==> src/rtl/qbert_pkg.sv <==
// qbert_pkg: shared types and helpers for the Qbert jump controller.
//   jump_dir_t  - diagonal jump directions
//   state_t     - jump sequencer states
//   APEX_IDX    - cube index of the pyramid apex (rank 2)
//   idx_to_rp / rp_to_idx - cube index <-> {rank, position} mapping
//     rank 0: idx 0,1,2   rank 1: idx 3,4   rank 2: idx 5
package qbert_pkg;

    typedef enum logic [1:0] {
        DIR_UP_A = 2'd0,
        DIR_UP_B = 2'd1,
        DIR_DN_A = 2'd2,
        DIR_DN_B = 2'd3
    } jump_dir_t;

    typedef enum logic [2:0] {
        ST_IDLE,
        ST_CALC,
        ST_JUMP,
        ST_LAND,
        ST_FALL,
        ST_DEAD
    } state_t;

    localparam logic [2:0] APEX_IDX     = 3'd5;
    localparam logic [5:0] VISITED_INIT = 6'b100000;

    // Returns {rank[1:0], pos[1:0]}.
    function automatic logic [3:0] idx_to_rp(input logic [2:0] idx);
        logic [3:0] rp;
        if (idx < 3'd3)
            rp = {2'd0, idx[1:0]};
        else if (idx < 3'd5)
            rp = {2'd1, 2'(idx - 3'd3)};
        else
            rp = {2'd2, 2'd0};
        return rp;
    endfunction

    function automatic logic [2:0] rp_to_idx(input logic [1:0] r, input logic [1:0] p);
        logic [2:0] idx;
        case (r)
            2'd0:    idx = {1'b0, p};
            2'd1:    idx = 3'd3 + {2'b00, p[0]};
            default: idx = APEX_IDX;
        endcase
        return idx;
    endfunction

endpackage

==> src/rtl/qbert_cube_coord.sv <==
// qbert_cube_coord: combinational rest box of Qbert's sprite on cube (r,p),
// derived from the live map geometry. All arithmetic is modulo 11/10 bits.
// Ports:
//   r, p                          in   cube rank / position
//   XLENGTH, XDIAG_DEMI,
//   RANK1_X_OFFSET                in   11-bit map geometry
//   YDIAG_DEMI, RANK1_Y_OFFSET    in   10-bit map geometry
//   x0, x1 / y0, y1               out  sprite box corners
module qbert_cube_coord #(
    parameter logic [10:0] QB_SIZE = 11'd24
) (
    input  logic [1:0]  r,
    input  logic [1:0]  p,
    input  logic [10:0] XLENGTH,
    input  logic [10:0] XDIAG_DEMI,
    input  logic [10:0] RANK1_X_OFFSET,
    input  logic [9:0]  YDIAG_DEMI,
    input  logic [9:0]  RANK1_Y_OFFSET,
    output logic [10:0] x0,
    output logic [10:0] x1,
    output logic [9:0]  y0,
    output logic [9:0]  y1
);

    logic [10:0] xstep;
    logic [10:0] cx;
    logic [9:0]  cy;

    always_comb begin
        xstep = XLENGTH + XDIAG_DEMI;
        cx    = RANK1_X_OFFSET - xstep * {9'b0, r} - {10'b0, (r != 2'd0)};
        cy    = RANK1_Y_OFFSET + YDIAG_DEMI * {8'b0, r}
              + (YDIAG_DEMI << 1) * {8'b0, p} + {9'b0, (p != 2'd0)};
        x0    = cx - QB_SIZE;
        x1    = cx - 11'd1;
        y0    = cy + YDIAG_DEMI - QB_SIZE[10:1];
        y1    = y0 + QB_SIZE[9:0] - 10'd1;
    end

endmodule

==> src/rtl/qbert_jump_ctrl.sv <==
// qbert_jump_ctrl: moves Qbert across the 6-cube pyramid, animating the
// sprite box per frame tick, tracking visited cubes and detecting falls.
// Optional macro QBERT_JUMP_ARC_EN adds a hop arc to X during JUMP.
// Ports:
//   CLK_33, reset (sync, active-high), frame_tick, jump_req, jump_dir,
//   restart, map geometry inputs                         -> inputs
//   QBERT_POSITION_X0/X1/Y0/Y1 sprite box, cube_idx, visited, busy,
//   jump_done (landing pulse), fell (DEAD), all_visited  -> outputs
module qbert_jump_ctrl
    import qbert_pkg::*;
#(
    parameter int unsigned JUMP_LOG2 = 3,
    parameter logic [10:0] QB_SIZE   = 11'd24,
    parameter logic [10:0] FALL_STEP = 11'd16,
    parameter logic [10:0] X_LIMIT   = 11'd800,
    parameter logic [10:0] ARC_STEP  = 11'd4
) (
    input  logic        CLK_33,
    input  logic        reset,
    input  logic        frame_tick,
    input  logic        jump_req,
    input  logic [1:0]  jump_dir,
    input  logic        restart,
    input  logic [10:0] XLENGTH,
    input  logic [10:0] XDIAG_DEMI,
    input  logic [10:0] RANK1_X_OFFSET,
    input  logic [9:0]  YDIAG_DEMI,
    input  logic [9:0]  RANK1_Y_OFFSET,
    output logic [10:0] QBERT_POSITION_X0,
    output logic [10:0] QBERT_POSITION_X1,
    output logic [9:0]  QBERT_POSITION_Y0,
    output logic [9:0]  QBERT_POSITION_Y1,
    output logic [2:0]  cube_idx,
    output logic [5:0]  visited,
    output logic        busy,
    output logic        jump_done,
    output logic        fell,
    output logic        all_visited
);

`ifdef QBERT_JUMP_ARC_EN
    localparam bit ARC_EN = 1'b1;
`else
    localparam bit ARC_EN = 1'b0;
`endif

    localparam logic [JUMP_LOG2:0] K_END = {1'b1, {JUMP_LOG2{1'b0}}};

    state_t state, state_n;
    logic [2:0]  cube_idx_q, tgt_idx_q, nxt_idx;
    logic [5:0]  visited_q;
    logic        tgt_valid_q, nxt_valid, accept;
    logic [10:0] px0, px1;
    logic [9:0]  py0, py1;
    logic signed [10:0] sx, dx;
    logic signed [9:0]  sy, dy;
    logic [JUMP_LOG2:0] k, krem, kmin;
    logic [10:0] arc;
    logic [3:0]  cur_rp, tgt_rp;
    logic signed [2:0] tr, tp;
    logic [10:0] cur_x0, cur_x1, tgt_x0, tgt_x1;
    logic [9:0]  cur_y0, cur_y1, tgt_y0, tgt_y1;

    assign cur_rp = idx_to_rp(cube_idx_q);
    assign tgt_rp = idx_to_rp(tgt_idx_q);

    qbert_cube_coord #(.QB_SIZE(QB_SIZE)) u_cur (
        .r(cur_rp[3:2]), .p(cur_rp[1:0]),
        .XLENGTH(XLENGTH), .XDIAG_DEMI(XDIAG_DEMI), .RANK1_X_OFFSET(RANK1_X_OFFSET),
        .YDIAG_DEMI(YDIAG_DEMI), .RANK1_Y_OFFSET(RANK1_Y_OFFSET),
        .x0(cur_x0), .x1(cur_x1), .y0(cur_y0), .y1(cur_y1)
    );

    qbert_cube_coord #(.QB_SIZE(QB_SIZE)) u_tgt (
        .r(tgt_rp[3:2]), .p(tgt_rp[1:0]),
        .XLENGTH(XLENGTH), .XDIAG_DEMI(XDIAG_DEMI), .RANK1_X_OFFSET(RANK1_X_OFFSET),
        .YDIAG_DEMI(YDIAG_DEMI), .RANK1_Y_OFFSET(RANK1_Y_OFFSET),
        .x0(tgt_x0), .x1(tgt_x1), .y0(tgt_y0), .y1(tgt_y1)
    );

    // Target cube from the current cube and the requested direction; signed
    // 3-bit rank/pos so off-pyramid moves (-1 or 3) are detectable.
    always_comb begin
        tr = signed'({1'b0, cur_rp[3:2]});
        tp = signed'({1'b0, cur_rp[1:0]});
        case (jump_dir_t'(jump_dir))
            DIR_UP_A: begin tr = tr + 3'sd1; tp = tp - 3'sd1; end
            DIR_UP_B: begin tr = tr + 3'sd1; end
            DIR_DN_A: begin tr = tr - 3'sd1; end
            default:  begin tr = tr - 3'sd1; tp = tp + 3'sd1; end
        endcase
        nxt_valid = (tr >= 3'sd0) && (tr <= 3'sd2) && (tp >= 3'sd0) && (tp <= 3'sd2 - tr);
        nxt_idx   = rp_to_idx(tr[1:0], tp[1:0]);
    end

    assign dx = signed'(tgt_x0 - cur_x0);
    assign dy = signed'(tgt_y0 - cur_y0);

    assign all_visited = &visited_q;
    assign accept      = (state == ST_IDLE) && jump_req && !all_visited;

    always_comb begin
        state_n = state;
        case (state)
            ST_IDLE: if (accept) state_n = ST_CALC;
            ST_CALC: state_n = ST_JUMP;
            ST_JUMP: begin
                if (!tgt_valid_q)    state_n = ST_FALL;
                else if (k == K_END) state_n = ST_LAND;
            end
            ST_LAND: state_n = ST_IDLE;
            ST_FALL: if (px0 > X_LIMIT) state_n = ST_DEAD;
            default: state_n = ST_DEAD;
        endcase
    end

    always_ff @(posedge CLK_33) begin
        if (reset || restart)
            state <= ST_IDLE;
        else
            state <= state_n;
    end

    always_ff @(posedge CLK_33) begin
        if (reset || restart) begin
            cube_idx_q  <= APEX_IDX;
            visited_q   <= VISITED_INIT;
            tgt_idx_q   <= APEX_IDX;
            tgt_valid_q <= 1'b1;
            px0 <= '0; px1 <= '0; py0 <= '0; py1 <= '0;
            sx  <= '0; sy  <= '0;
            k   <= '0;
        end else begin
            case (state)
                ST_IDLE: if (accept) begin
                    tgt_idx_q   <= nxt_idx;
                    tgt_valid_q <= nxt_valid;
                end
                ST_CALC: begin
                    px0 <= cur_x0; px1 <= cur_x1;
                    py0 <= cur_y0; py1 <= cur_y1;
                    sx  <= dx >>> JUMP_LOG2;
                    sy  <= dy >>> JUMP_LOG2;
                    k   <= '0;
                end
                ST_JUMP: if (tgt_valid_q) begin
                    // Snap uses live geometry, so parameter changes mid-jump
                    // only affect the landing point, not the latched step.
                    if (k == K_END) begin
                        px0 <= tgt_x0; px1 <= tgt_x1;
                        py0 <= tgt_y0; py1 <= tgt_y1;
                    end else if (frame_tick) begin
                        px0 <= px0 + sx; px1 <= px1 + sx;
                        py0 <= py0 + sy; py1 <= py1 + sy;
                        k   <= k + 1'b1;
                    end
                end
                ST_LAND: begin
                    cube_idx_q            <= tgt_idx_q;
                    visited_q[tgt_idx_q]  <= 1'b1;
                end
                ST_FALL: if (frame_tick && !(px0 > X_LIMIT)) begin
                    px0 <= px0 + FALL_STEP;
                    px1 <= px1 + FALL_STEP;
                end
                default: ;
            endcase
        end
    end

    // Hop arc: ARC_STEP * min(k, 2^JUMP_LOG2 - k), zero at both ends.
    always_comb begin
        krem = K_END - k;
        kmin = (k < krem) ? k : krem;
        arc  = ARC_EN ? ARC_STEP * 11'(kmin) : 11'd0;
    end

    always_comb begin
        QBERT_POSITION_X0 = cur_x0;
        QBERT_POSITION_X1 = cur_x1;
        QBERT_POSITION_Y0 = cur_y0;
        QBERT_POSITION_Y1 = cur_y1;
        if (state == ST_JUMP) begin
            QBERT_POSITION_X0 = px0 - arc;
            QBERT_POSITION_X1 = px1 - arc;
            QBERT_POSITION_Y0 = py0;
            QBERT_POSITION_Y1 = py1;
        end else if (state inside {ST_LAND, ST_FALL, ST_DEAD}) begin
            QBERT_POSITION_X0 = px0;
            QBERT_POSITION_X1 = px1;
            QBERT_POSITION_Y0 = py0;
            QBERT_POSITION_Y1 = py1;
        end
    end

    assign cube_idx  = cube_idx_q;
    assign visited   = visited_q;
    assign busy      = state inside {ST_CALC, ST_JUMP, ST_LAND, ST_FALL};
    assign jump_done = (state == ST_LAND);
    assign fell      = (state == ST_DEAD);

endmodule

==> config.mk <==
export PLATFORM = sky130hd
export DESIGN_NAME = qbert_jump_ctrl
export DESIGN_NICKNAME = d
export VERILOG_FILES = /design/src/rtl/qbert_pkg.sv /design/src/rtl/qbert_cube_coord.sv /design/src/rtl/qbert_jump_ctrl.sv
export SDC_FILE = /design/constraint.sdc
export NUM_CORES = 1
export LEC_CHECK = 0
export CORE_ASPECT_RATIO = 1.25
export CORE_MARGIN = 4
export CORE_UTILIZATION = 55
export CTS_BUF_LIST = sky130_fd_sc_hd__clkbuf_8
export DETAILED_ROUTE_END_ITERATION = 8
export HOLD_SLACK_MARGIN = 0.02
export PLACE_DENSITY = 0.88
export SYNTH_ARGS = -nofsm -noshare
export SYNTH_HDL_FRONTEND = slang
export SYNTH_HIERARCHICAL = 1
export SYNTH_SLANG_ARGS = --single-unit
export TNS_END_PERCENT = 20
==> constraint.sdc <==
create_clock -name CLK_33 -period 7.65 [get_ports CLK_33]
set_input_delay 1.1475 -clock CLK_33 [delete_from_list [all_inputs] [get_ports CLK_33]]
set_output_delay 1.1475 -clock CLK_33 [all_outputs]
set_load 0.005 [all_outputs]
Yosys cells after proc, flatten, opt, wreduce, memory -nomap -nowiden
Index checks and enable logic that the tools add are counted.

$add $sub $neg: 40. $mul: 6. Divide/modulo/power cells: 0. Magnitude comparators: 11. Equality and inequality tests: 17. Shift-type cells: 0. Mux-type cells: 44. Bitwise gates (word level): 1. Reductions and logical operators: 29.

Operators by type and width (count): $mux 11 (12); $mux 10 (10); $add 10x10->10 (8); $pmux 11 s3 (2); $pmux 10 s2 (2); $add 11x11->11 (3); $sub 11x11->11 (3); $mux 4 (7); $add 11x5->11 const B (2); $mul 11x2->11 (2); $sub 11x1->11 (2); $sub 11x1->11 const B (2); $sub 11x5->11 const B (2); $add 10x1->10 (2); $add 10x5->10 const B (2); $mul 10x2->10 (2); $sub 10x1->10 const B (2); $sub 10x4->10 const B (2); $mul 9x2->9 (2); $mux 3 (5); $pmux 3 s5 (1); $ne 2x2->1 const B (6); $pmux 3 s2 (2); $gt 11x10->1 const B (1); 37 further kinds (64).

Bits in registers: 77. Bits in latches: 0. RAM bits: 0. Memory bits (read-only): 0. Bits of input ports: 60. Output and inout bits: 55. Logic and storage cells: 160. Memories kept: 0.

Depth between registers and ports, before layout
Depth in word-level cells: 14. Mapped depth: 27. Depth with buffers taken out: 26.

Modules after synthesis
The synthesis kept the hierarchy.

Modules (own cells, without submodules): qbert_jump_ctrl (times used 1, cells an instance 918, area each 7158.1 um^2, seq. area each 1541.5 um^2); qbert_cube_coord (u_cur) (times used 1, cells an instance 440, area each 3552.2 um^2, seq. area each 0.0 um^2); qbert_cube_coord (u_tgt) (times used 1, cells an instance 439, area each 3453.3 um^2, seq. area each 0.0 um^2).

Worst setup path after synthesis
Ideal clock, no wire load.

Kind: input -> output. From: input port YDIAG_DEMI[0]. To: output port QBERT_POSITION_Y1[9]. Data arrival time: 5.319 ns. Data required time: 6.503 ns. Slack: 1.183 ns. Stages: 19. Path buffers: 0. Cell sequence: and2_1 > ha_1 > fa_1 > a21oi_1 > nor2_1 > nor2_1 > o21bai_1 > a21oi_1 > xor2_1 > fa_1 > fa_1 > inv_1 > fa_1 > ha_1 > a21oi_1 > o21ai_0 > xnor2_1 > xnor2_1 > mux2_2.

Cells in the longest elaborated chain, start to end: 10. Elaborated cells on any way between the ends: 11. Classes of those cells: add/sub: 7; mul: 2; mux: 2.

Ends and longest elaborated chain: from (decl) (RTL line qbert_jump_ctrl.sv:27) `input logic [9:0] YDIAG_DEMI,`; $mul 10x2->10 (RTL line qbert_cube_coord.sv:32) `cy = RANK1_Y_OFFSET + YDIAG_DEMI * {8'b0, r}`; $add 10x10->10 (RTL line qbert_cube_coord.sv:32); $add 10x10->10 (RTL line qbert_cube_coord.sv:33) `+ (YDIAG_DEMI << 1) * {8'b0, p} + {9'b0, (p != 2'd0)};`; $add 10x1->10 (RTL line qbert_cube_coord.sv:33); $add 10x10->10 * (RTL line qbert_cube_coord.sv:36) `y0 = cy + YDIAG_DEMI - QB_SIZE[10:1];`; $sub 10x4->10 * (RTL line qbert_cube_coord.sv:36); net cur_y0[9] (RTL line qbert_jump_ctrl.sv:62) `logic [9:0] cur_y0, cur_y1, tgt_y0, tgt_y1;`; $add 10x5->10 * (RTL line qbert_cube_coord.sv:37) `y1 = y0 + QB_SIZE[9:0] - 10'd1;`; $sub 10x1->10 * (RTL line qbert_cube_coord.sv:37); net cur_y1[9] (RTL line qbert_jump_ctrl.sv:62); $mux 10 * (RTL line qbert_jump_ctrl.sv:188) `end else if (state inside {ST_LAND, ST_FALL, ST_DEAD}) begin`; $mux 10 * (RTL line qbert_jump_ctrl.sv:183) `if (state == ST_JUMP) begin`; to (decl) (RTL line qbert_jump_ctrl.sv:32) `output logic [9:0] QBERT_POSITION_Y1,`.

Mark *: on every way through the listed nets, which the timed path passes. The rest lies on a longest branch.

Worst setup path in the final report
From: input port YDIAG_DEMI[1]. To: output port QBERT_POSITION_Y0[9].

Cells in the longest elaborated chain, start to end: 8. Elaborated cells on any way between the ends: 9. Classes of those cells: add/sub: 5; mul: 2; mux: 2.

Ends and longest elaborated chain: $mul 10x2->10 (RTL line qbert_cube_coord.sv:32); $add 10x10->10 (RTL line qbert_cube_coord.sv:32); $add 10x10->10 (RTL line qbert_cube_coord.sv:33); $add 10x1->10 (RTL line qbert_cube_coord.sv:33); $add 10x10->10 * (RTL line qbert_cube_coord.sv:36); $sub 10x4->10 * (RTL line qbert_cube_coord.sv:36); net cur_y0[9] (RTL line qbert_jump_ctrl.sv:62); $mux 10 * (RTL line qbert_jump_ctrl.sv:188); $mux 10 * (RTL line qbert_jump_ctrl.sv:183); to (decl) (RTL line qbert_jump_ctrl.sv:31) `output logic [9:0] QBERT_POSITION_Y0,`.

Marked as above.

==> impl_metrics.toml <==
[synth]
async_reset_ff_share_pct = 0
synth_commonest_cells = "inv_1 (215), ha_1 (184), nand2_1 (152)"
synth-main-ff-cell = "dfxtp_1"
synth_edf_count = 0
synth.net_count = 2121
ys_types = 88
seq_area_frac_synth_pct = 10.88
synth_top_area_cell = "ha_1"
synth_seq_cells = 77
syn_avg_cell_area_um2 = 7.882
synth_most_common_cell = "inv_1"
synthCells = 1797
synth_top_area_share_pct = 16.25
synth_area_leaders = "ha_1 (16%), fa_1 (11%), dfxtp_1 (11%)"
syn_area_um2 = 14160
synth_warnings = 6

[sta]
finalSetupViolCount = 0
max_freq_mhz = 131.4
finalSetupTns_ns = 0
hold_ws_ns = 0.4863
finalClockSkew_ns = 0.01882
slew_viol_final = 0
max_slew_margin_pct = 27.62
post-route-period-util_pct = 99.48
hold_viol_final = 0
tightestPinTransition_ns = 1.069
timing.final.crit_period_ns = 7.611

[worst_setup_path]
worst-r2r-cell-count = 21
startpoint_type = "input pin"
r2r-end = "sy[5]$_SDFFE_PP0P_"
worst-setup-path-type = "input pin to primary output"
endpoint_kind = "primary output"
reg2reg_slack_ns = 1.11
cp_data_arrival_time_ns = 6.46
crit_fanout = 3
rr_startpoint = "tgt_idx_q[2]$_SDFFE_PP1P_"
worstPathRequired_ns = 6.50

[detailed_routing]
drt_first_pass_iters = 6
vias = 13720
drc = 0
drtIter0Drc = 1060
vias_per_cell = 6.104
wire_per_inst_um = 18.19
final_antenna_net_count = 0
totalWireLength_mm = 40.90

[clocking]
numCtsBuffers = 9
clk_latency_ns = 0.39
ctsLongestPathBuffers = 2
cts-root-buf = "clkbuf_8"
htreeDepth = 3
cts_tree = "done"
clk_pin_slew_worst_paths_ns = 0.10
clkSinkCount = 77

[final_layout]
fin_area_um2 = 16240
nets = 2232
finish.utilization_pct = 64.20
antenna_cells = 0
syn2layout_area_growth_pct = 14.65
drive_above_1_share_pct = 8.887

[placement]
globalplace.congestion = 0.9514
io_buffers = 114
placed_area_um2 = 15780
hpwlAfterDp_mm = 31.93

[grt]
grt.overflow.total = 0
use_met1_pct = 34.42
antenna_found_initial = 0
grt_util_all_layers_pct = 27.60
grt_max_degree = 54
grt_pass1_vias = 13470
met2_usage_pct = 46.96
met3_usage_pct = 3.539
grt_pass1_wl_mm = 64.75
grt-busiest-layer = "met2"

[hold_path]
hold-path-endpoint = "py1[0]$_SDFFE_PP0P_"
holdCritStartpoint = "py1[0]$_SDFFE_PP0P_"
worstHoldPathType = "flip-flop to flip-flop"
min_path_cells = 2

[pwr]
leakage_nw = 7.234
cellPowerDensity_nw_per_um2 = 318.8
finalPower_mw = 5.176
ir_worst_vdd_v = 0.0002660

[floorplan]
fp.dieW_um = 151.5
initial_core_util_pct = 56.00
core_area_um2 = 25290
die_h_um = 187.4
io_pins = 115
dieArea_um2 = 28400
rows = 65

[flow_run]
cap_violations = 0

[status]
status = "finished clean"
==> stage by stage <==
step | cells | worst slack [ns]
6_report | 2248 | 0.03947
3_3_place_gp | 2228 | -0.009479
3_5_place_dp | 2228 | -0.08640
5_1_grt | 2248 | -0.08416
4_1_cts | 2244 | -0.02523
2_1_floorplan | 1797 | 1.183
==> metal layers <==
| metal | wire length, um | vias up | share of wire (%) |
|---|---|---|---|
| li1 | - | 6442 | - |
| met1 | 16060 | 6447 | 39 |
| met2 | 19870 | 667 | 49 |
| met3 | 2982 | 165 | 7.3 |
| met4 | 1978 | 0 | 4.8 |
| met5 | 0 | - | 0 |
==> critical path, stage by stage <==
cell and delay [ns]:
clkdlybuf4s50_1 0.45, and2_1 0.18, ha_2 0.19, fa_2 0.38, a21oi_2 0.18, nor2_1 0.05, nor2_1 0.14, o21bai_1 0.09
a21oi_2 0.14, xor2_1 0.18, fa_1 0.45, fa_1 0.50, inv_1 0.06, fa_1 0.59, ha_4 0.24, a21oi_1 0.22
o21ai_1 0.13, xnor2_1 0.14, buf_4 0.15, buf_4 0.14, mux2_2 0.26, clkdlybuf4s50_1 0.44
==> worst max path at each step <==
| stage | start | to | slack [ns] | cells past startpoint |
|---|---|---|---|---|
| final | YDIAG_DEMI[1] | QBERT_POSITION_Y0[9] | 0.04 | 22 |
| after global routing | YDIAG_DEMI[1] | QBERT_POSITION_Y0[9] | -0.08 | 22 |
| after CTS | YDIAG_DEMI[1] | QBERT_POSITION_Y1[9] | -0.03 | 21 |
| after detailed placement | XLENGTH[0] | QBERT_POSITION_X0[10] | -0.09 | 22 |
| after global placement | XLENGTH[0] | QBERT_POSITION_X0[10] | -0.009 | 22 |
| after floorplan | YDIAG_DEMI[0] | QBERT_POSITION_Y1[9] | 1.18 | 19 |
==> sequential cells by signal, summed over array words and instances (netlist names) <==
signal and count:
px0 11, px1 11, py0 10, py1 10
sx 8, sy 7, visited 6, k 4
cube_idx 3, state 3, tgt_idx_q 3, tgt_valid_q 1
==> logic make-up after synthesis <==
family / after synthesis / synth area share (%)
AND/OR/NAND/NOR: 540 / 19.63
AO/OA/AOI/OAI: 426 / 19.84
buffers and inverters: 273 / 7.535
adder cells (fa/ha/maj): 264 / 27.56
XOR/XNOR: 168 / 10.74
flip-flops: 77 / 10.88
multiplexers: 49 / 3.807
==> layout by cell type (no fill, tap or decap), types with 10 or more instances in the layout <==
cell type	count
nor3_1	34
mux2_2	38
nor2b_1	22
a211oi_1	23
xnor2_1	96
o21a_1	15
fa_1	78
ha_1	179
a31oi_1	19
buf_4	44
nand3_1	47
xor2_1	57
clkdlybuf4s50_1	113
o21ai_0	89
nand4_1	10
a21oi_2	10
nand2b_1	25
nor2_1	98
dfxtp_1	77
mux2i_1	10
or3_1	13
a21o_1	31
o211ai_1	25
a21oi_1	99
and2_1	72
a22oi_1	11
o21bai_1	14
inv_1	215
nand2_1	152
==> timing repair <==
| item | CTS | global route |
|---|---|---|
| setup buffers | 0 | 4 |
| pin swaps | 0 | 18 |
| setup endpoints to repair | 5 | 10 |
| hold buffers | 0 | 0 |
| gates resized for setup | 3 | 37 |
==> where the power goes <==
group | switching (mW) | leakage (nW) | internal [mW]
sequential | 0.0380 | 0.622 | 0.425
clock | 0.200 | 0.100 | 0.129
combinational | 2.37 | 6.51 | 2.02
==> cell type report <==
| cell class | instances | area [um2] |
|---|---|---|
| inverters | 215 | 807.0 |
| clock inverters | 7 | 71.32 |
| multi-input cells | 1447 | 11800 |
| repair buffers | 158 | 1474 |
| clock buffers | 9 | 123.9 |
| flip-flops and latches | 77 | 1541 |
| well taps | 335 | 419.2 |
| fillers | 2035 | 9055 |
Note: power is estimated with default switching activity, not from simulation.
